### src/rtl/if_fetch_pkg.sv
// if_fetch_pkg -- shared definitions for the RV32I instruction-fetch stage.
//   if_state_e : FSM encoding (IF_FETCH issues byte reads, IF_HOLD presents
//                the assembled instruction to decode)
//   INST_BYTES : number of byte reads per 32-bit instruction
package if_fetch_pkg;

   typedef enum logic {
      IF_FETCH = 1'b0,
      IF_HOLD  = 1'b1
   } if_state_e;

   localparam int INST_BYTES = 4;

endpackage

### src/rtl/if_fetch.sv
// if_fetch -- instruction-fetch stage. Owns the PC, fetches each 32-bit
// instruction as four little-endian byte reads from the shared byte-wide
// memory port and presents {pc, inst} to decode with a valid/ready handshake.
// Redirects from later stages squash any fetch in flight.
//
// Ports:
//   clk, rst              clock, synchronous active-high reset
//   mem_re/mem_addr       byte-read request (combinational from state)
//   mem_gnt               request accepted this cycle
//   mem_rdata             read byte, valid the cycle after a granted request
//   br_en/br_target       redirect pulse and target address
//   if_valid/if_ready     IF/ID handshake
//   if_pc/if_inst         fetched instruction and its address
module if_fetch
   import if_fetch_pkg::*;
#(
   parameter int                ADDR_W   = 32,
   parameter logic [ADDR_W-1:0] RESET_PC = '0
) (
   input  logic              clk,
   input  logic              rst,
   output logic              mem_re,
   output logic [ADDR_W-1:0] mem_addr,
   input  logic              mem_gnt,
   input  logic [7:0]        mem_rdata,
   input  logic              br_en,
   input  logic [ADDR_W-1:0] br_target,
   output logic              if_valid,
   input  logic              if_ready,
   output logic [ADDR_W-1:0] if_pc,
   output logic [31:0]       if_inst
);

   if_state_e         r_state;
   logic [ADDR_W-1:0] r_pc;
   logic [2:0]        r_req_idx;  // next byte to request (0..4)
   logic [1:0]        r_rsp_idx;  // next byte to capture (0..3)
   logic              r_pending;  // a granted byte returns this cycle
   logic [23:0]       r_buf;      // bytes 0..2; byte 3 goes straight to if_inst
   logic              r_if_valid;
   logic [ADDR_W-1:0] r_if_pc;
   logic [31:0]       r_if_inst;

   logic              w_req;
   logic              w_last;

   assign w_req    = (r_state == IF_FETCH) && (r_req_idx < 3'(INST_BYTES));
   // Gate with rst so nothing reaches the arbiter during a reset cycle.
   assign mem_re   = w_req && !rst;
   assign mem_addr = r_pc + ADDR_W'(r_req_idx);
   assign w_last   = r_pending && (r_rsp_idx == 2'(INST_BYTES - 1));

   assign if_valid = r_if_valid;
   assign if_pc    = r_if_pc;
   assign if_inst  = r_if_inst;

   always_ff @(posedge clk) begin
      if (rst) begin
         r_state    <= IF_FETCH;
         r_pc       <= RESET_PC;
         r_req_idx  <= '0;
         r_rsp_idx  <= '0;
         r_pending  <= 1'b0;
         r_buf      <= '0;
         r_if_valid <= 1'b0;
         r_if_pc    <= '0;
         r_if_inst  <= '0;
      end else if (br_en) begin
         // Clearing r_pending drops whatever byte returns next cycle, so a
         // request granted in this same cycle is harmlessly ignored.
         r_state    <= IF_FETCH;
         r_pc       <= {br_target[ADDR_W-1:2], 2'b00};
         r_req_idx  <= '0;
         r_rsp_idx  <= '0;
         r_pending  <= 1'b0;
         r_if_valid <= 1'b0;
      end else begin
         case (r_state)
            IF_FETCH: begin
               if (mem_re && mem_gnt) begin
                  r_req_idx <= r_req_idx + 3'd1;
                  r_pending <= 1'b1;
               end else begin
                  r_pending <= 1'b0;
               end
               if (r_pending) begin
                  r_rsp_idx <= r_rsp_idx + 2'd1;
                  case (r_rsp_idx)
                     2'd0:    r_buf[7:0]   <= mem_rdata;
                     2'd1:    r_buf[15:8]  <= mem_rdata;
                     2'd2:    r_buf[23:16] <= mem_rdata;
                     default: ;
                  endcase
               end
               if (w_last) begin
                  r_if_inst  <= {mem_rdata, r_buf};
                  r_if_pc    <= r_pc;
                  r_if_valid <= 1'b1;
                  r_state    <= IF_HOLD;
               end
            end
            IF_HOLD: begin
               // No prefetch: the next fetch starts only after the handoff.
               r_pending <= 1'b0;
               if (r_if_valid && if_ready) begin
                  r_pc       <= r_pc + ADDR_W'(INST_BYTES);
                  r_if_valid <= 1'b0;
                  r_req_idx  <= '0;
                  r_rsp_idx  <= '0;
                  r_state    <= IF_FETCH;
               end
            end
            default: r_state <= IF_FETCH;
         endcase
      end
   end

endmodule

### config.mk
export PLATFORM = sky130hd
export DESIGN_NAME = if_fetch
export DESIGN_NICKNAME = d
export VERILOG_FILES = /design/src/rtl/if_fetch_pkg.sv /design/src/rtl/if_fetch.sv
export SDC_FILE = /design/constraint.sdc
export NUM_CORES = 1
export LEC_CHECK = 0
export CAP_MARGIN = 20
export CELL_PAD_IN_SITES_DETAIL_PLACEMENT = 0
export CELL_PAD_IN_SITES_GLOBAL_PLACEMENT = 1
export CORE_UTILIZATION = 25
export CTS_CLUSTER_SIZE = 14
export DETAILED_ROUTE_END_ITERATION = 8
export PLACE_DENSITY_LB_ADDON = 0.15
export SLEW_MARGIN = 20
export SYNTH_ARGS = -nofsm -noshare
export SYNTH_HDL_FRONTEND = slang
export SYNTH_SLANG_ARGS = --single-unit
### constraint.sdc
create_clock -name clk -period 2.85 [get_ports clk]
set_input_delay 0.855 -clock clk [delete_from_list [all_inputs] [get_ports clk]]
set_output_delay 0.855 -clock clk [all_outputs]
set_load 0.02 [all_outputs]
# == Yosys cells after proc, flatten, opt, wreduce, memory -nomap -nowiden ==
# Cells that the tools add are included.
# classes
addsub,4
magnitude_cmp,1
eq_ne,7
mux,17
n_bitwise,2
reduce_logical,19
# op_table
operator,n
two-way mux 32 bit,3
adder 32 x 3 -> 32 bit,1
adder 32 x 3 -> 32 bit (second input constant),1
AND reduction 4 bit,3
AND reduction 2 bit,5
two-way mux 3 bit,2
case mux 1 bit (2 select lines),3
case mux 3 bit (2 select lines),1
logical AND 1 bit,5
two-way mux 1 bit,5
== test 2 bit (second input constant),2
two-way mux 2 bit,2
inequality test 2 x 1 -> 1 bit (second input constant),2
inequality test 2 bit (second input constant),2
case mux 2 bit (2 select lines),1
nonzero test 2 bit,2
adder 3 x 1 -> 3 bit (second input constant),1
less-than comparator 3 bit (second input constant),1
AND reduction 3 bit,1
adder 2 x 1 -> 2 bit (second input constant),1
== test 2 x 1 -> 1 bit (second input constant),1
logical NOT 2 bit,1
NOT 1 bit,2
OR reduction 2 bit,1
logical NOT 1 bit,1
# word_totals
ff_bits,128
input_bits,45
word_cells,62

# == Longest topological paths before layout ==
# logic_depth
depth_word,6
depth_mapped,6
ltp_nobuf,6

# == Least setup slack after synthesis ==
# Ideal clock, no wire load.
# synth_path
path_type,flip-flop to output port
from,register r_pc[2]
to,output mem_addr[26]
t_arrival_ns,2.049
slack_ns,-0.054
path_stages_with_launch,7
path_buffers,0
cell_sequence,dfxtp_1 -> ha_1 -> ha_1 -> nand3_1 -> nor4_1 -> nand4_1 -> xnor2_1
# synth_between
elab_chain_cells,1
# synth_rtl
item,line,source
start: declaration,if_fetch.sv:35,logic [ADDR_W-1:0] r_pc;
start signal: assignment,if_fetch.sv:72,"r_pc <= {br_target[ADDR_W-1:2], 2'b00};"
start signal: assignment,if_fetch.sv:106,r_pc <= r_pc + ADDR_W'(INST_BYTES);
adder 32 x 3 -> 32 bit,if_fetch.sv:50,assign mem_addr = r_pc + ADDR_W'(r_req_idx);
end: declaration,if_fetch.sv:23,"output logic [ADDR_W-1:0] mem_addr,"
# No other way between the ends.

# == Worst setup path in the final report ==
# Ends and elaborated chain as after synthesis.

==> flow_summary.yaml <==
status:
  outcome: "finished, violations left"
  violations_in_the_final_reports: "negative setup slack"
worst_setup_path:
  end_kind: "output port"
  critPathMostFrequentCell: "sky130_fd_sc_hd__buf_4"
  critPathMaxFanout: 7
  timing.setup.critical_path_class: "flop to output port"
  critical-path-max-stage-delay_ns: 0.36
  cpMaxStageDelayCell: "sky130_fd_sc_hd__dfxtp_4"
  crit_chain: "ha_4 > ha_2 > nand3_1 > buf_6 > nor4_4 > buf_4 > nand4_1 > xnor2_1 > buf_4"
  worst-endpoint-required_ns: 2.00
  setup.worst_path.start_class: "flop"
  worst_ep_arrival_time_ns: 2.12
final_layout:
  layout.nets: 986
  final-seq-area_um2: 2495
  top_library_cells_by_usage_in_the_layout_fill_and_taps_aside: "203 x sky130_fd_sc_hd__nand2_1, 116 x sky130_fd_sc_hd__dfxtp_1, 109 x sky130_fd_sc_hd__clkdlybuf4s50_1, 109 x sky130_fd_sc_hd__buf_4, 101 x sky130_fd_sc_hd__a21oi_1"
  fillCellCount: 2284
  multi_input_area_um2: 3129
  leading_cell_type_in_the_layout_fill_and_taps_excluded: "sky130_fd_sc_hd__nand2_1"
  final_cell_area_um2: 8772
  layout-drive-gt1-share_pct: 20.72
  post-route-util_pct: 39.58
  area_overhead_of_the_layout_relative_to_synthesis_pct: 53.25
clocking:
  cts_tree: "built"
  hold_buffers: 0
  clock_latency_at_the_later_pin_of_the_worst_skew_pair_ns: 0.42
  htree_levels: 4
  maximum_root_to_sink_buffer_count: 2
  cts_buffers: 17
  path_clk_slew_ns: 0.06
  cts.sinks: 124
  clockRootBuffer: "sky130_fd_sc_hd__clkbuf_16"
sta:
  worst_slack_ns: -0.1280
  post-route-min-period_ns: 2.978
  max_slew_margin_pct: 49.08
  clock_skew_ns: 0.008769
  setup_viol: 19
  final-max-slew-violation-count: 0
  rsz0062_at_grt: "true"
  timing.final.hold_violations: 0
  timing.fmax_mhz: 335.8
  timing_worst_slew_pin_value_ns: 0.7637
  period_share_pct: 104.5
drt:
  drt_first_pass_iters: 5
  detail_route.iter0.violations: 314
  via_count_normalized_by_instance_count: 4.756
  post-route-drc-count: 0
  dr_total_vias: 5835
  wirelength_mm: 19.89
  avgRoutedWirePerCell_um: 16.21
  antenna_left: 0
power_and_ir_drop:
  power.static_leakage_uw: 0.003212
  switching_power_uw: 1143
  power.share.clock_pct: 50.9
  netSwitchingFraction_pct: 25.22
  power_density_nw_per_um2: 516.7
  internal_power_uw: 3389
  vdd_drop_max_mv: 0.3234
  sequential_share_of_power_pct: 39.7
  comb_power_share_pct: 9.4
floorplan:
  core_region_area_um2: 22160
  initial_core_util_pct: 25.83
  top_level_ports: 143
  dieArea_um2: 23510
  die_h_um: 153.3
  die_x_um: 153.3
  rows: 54
yosys:
  mappedNetlistArea_um2: 5724
  postSynth.topFlopCell: "sky130_fd_sc_hd__dfxtp_1"
  postSynthRegisterBits: 124
  synth_async_sr_flop_share_pct: 0
  synth.yosys.seq_area_share_pct: 43.37
  synth_enable_flop_cells: 0
  synth.avg_cell_area_um2: 7.715
  syn_inst: 742
  netlist-cell-type-count: 53
  yosys_warnings: 0
grt:
  met2_usage_pct: 26.33
  grt-ovfl-total: 0
  number_of_antenna_violations_at_the_first_check_in_global_routing: 3
  first_global_vias: 5915
  top_usage_layer: "met2"
  global_route_met3_usage_pct: 5.812
  grt.total_usage_pct: 17.32
  groute.layer.met1.usage_pct: 22.94
  grt_first_pass_wirelength_mm: 31.84
  maximum_number_of_pins_on_one_net_before_global_route_repair: 75
place:
  globalplace.congestion: 0.8046
  buffer_ports.inserted: 138
  placedInstanceArea_um2: 7906
  dpl.hpwl_mm: 14.30
hold_path:
  tightest_hold_check_type: "flop to flop"
job:
  maxCapViolations: 0
cells in the mapped netlist, drive strengths merged (4+ instances only):
cell / number / share of area [%]
buf: 19 / 1.9
or3: 4 / 0.44
nor3: 16 / 1.4
nor4: 14 / 1.9
a21oi: 101 / 8.8
xor2: 10 / 1.5
dfxtp: 124 / 43
or4: 7 / 0.92
clkbuf: 48 / 3.1
a311oi: 7 / 1.1
o21ai: 7 / 0.61
inv: 7 / 0.46
a211oi: 8 / 1.0
xnor2: 28 / 4.3
and2: 7 / 0.76
ha: 8 / 1.7
nand3: 28 / 2.5
and3: 5 / 0.55
nand4: 19 / 2.2
nand2: 206 / 14
nor2: 26 / 1.7
path summary, 6_finish.rpt:
| kind | start | end | slack, ns | cells after the start |
|---|---|---|---|---|
| max reg2reg | r_pc[3]$_SDFFE_PP0P_ | r_pc[26]$_SDFFE_PP0P_ | 0.52 | 6 |
| min | if_inst[31]$_SDFFE_PP0P_ | if_inst[31]$_SDFFE_PP0P_ | 0.45 | 2 |
| max | r_pc[2]$_SDFFE_PP0P_ | mem_addr[26] | -0.13 | 9 |
| min reg2reg | if_inst[31]$_SDFFE_PP0P_ | if_inst[31]$_SDFFE_PP0P_ | 0.45 | 2 |
flip-flops by register name, summed over array words and instances, names as in the netlist:
name,flops
r_buf,24
r_rsp_idx,2
r_req_idx,3
if_pc,30
if_inst,32
r_state,1
r_pending,1
r_pc,30
if_valid,1
kinds of logic (layout without fill, tap and decap cells):
kind of cell    after synthesis  after routing  share of synthesized area (%)
buf+inv                      75            278                          5.574
simple gates                347            347                          27.85
fa+ha+maj                     8              8                          1.749
xor+xnor                     38             38                          5.814
flops                       124            124                          43.37
other cells                   1              3                        0.06551
mux                           1              1                         0.1967
compound gates              148            148                          15.39
per-stage QoR:
step	worst slack, ns	setup TNS (ns)	std cells	total power [µW]	hold slack [ns]
5_1_grt	-0.2358	-3.555	1226	4722	0.4731
3_5_place_dp	-0.2854	-3.581	1186	2261	0.4474
6_report	-0.1280	-1.439	1227	4532	0.4518
3_3_place_gp	-0.2839	-3.336	1186	2258	0.4410
2_1_floorplan	0.01747	0	743	2029	0.4321
4_1_cts	-0.1858	-1.946	1223	4584	0.4563
repair_timing:
item	CTS	global route
pin swaps	11	14
resized for setup	161	25
setup endpoints to repair	28	26
endpoints found under the hold margin	0	0
setup buffers	4	5
cloned	1	0
area by class of cell:
class / instances / area share [%]
repair buffers: 238 / 24.39
diodes: 1 / 0.02853
clock buffers: 18 / 5.006
well taps: 280 / 3.994
inverters: 8 / 0.3423
clock inverters: 14 / 2.125
multi-input cells: 544 / 35.67
flip-flops and latches: 124 / 28.44
power by group through the flow:
stage	combinational, µW	sequential, µW	clock (µW)
after floorplan	210	1820	0
after global placement	422	1840	0
after detailed placement	425	1840	0
after CTS	420	1800	2360
after global routing	457	1800	2460
final	424	1800	2310
critical path, delay by kind of cell, from the launching register on:
family	cells	cell delay [ns]
buf+inv	3	0.52
fa+ha+maj	2	0.32
simple gates	3	0.33
flops	1	0.36
xor+xnor	1	0.17
layer usage:
metal  share of wire [%]  routed length, µm
met1                  48               9505
met2                  45               8908
met3                 6.1               1214
met4                 1.2                244
met5               0.065                 13
Note: power is estimated with default switching activity, not from simulation.
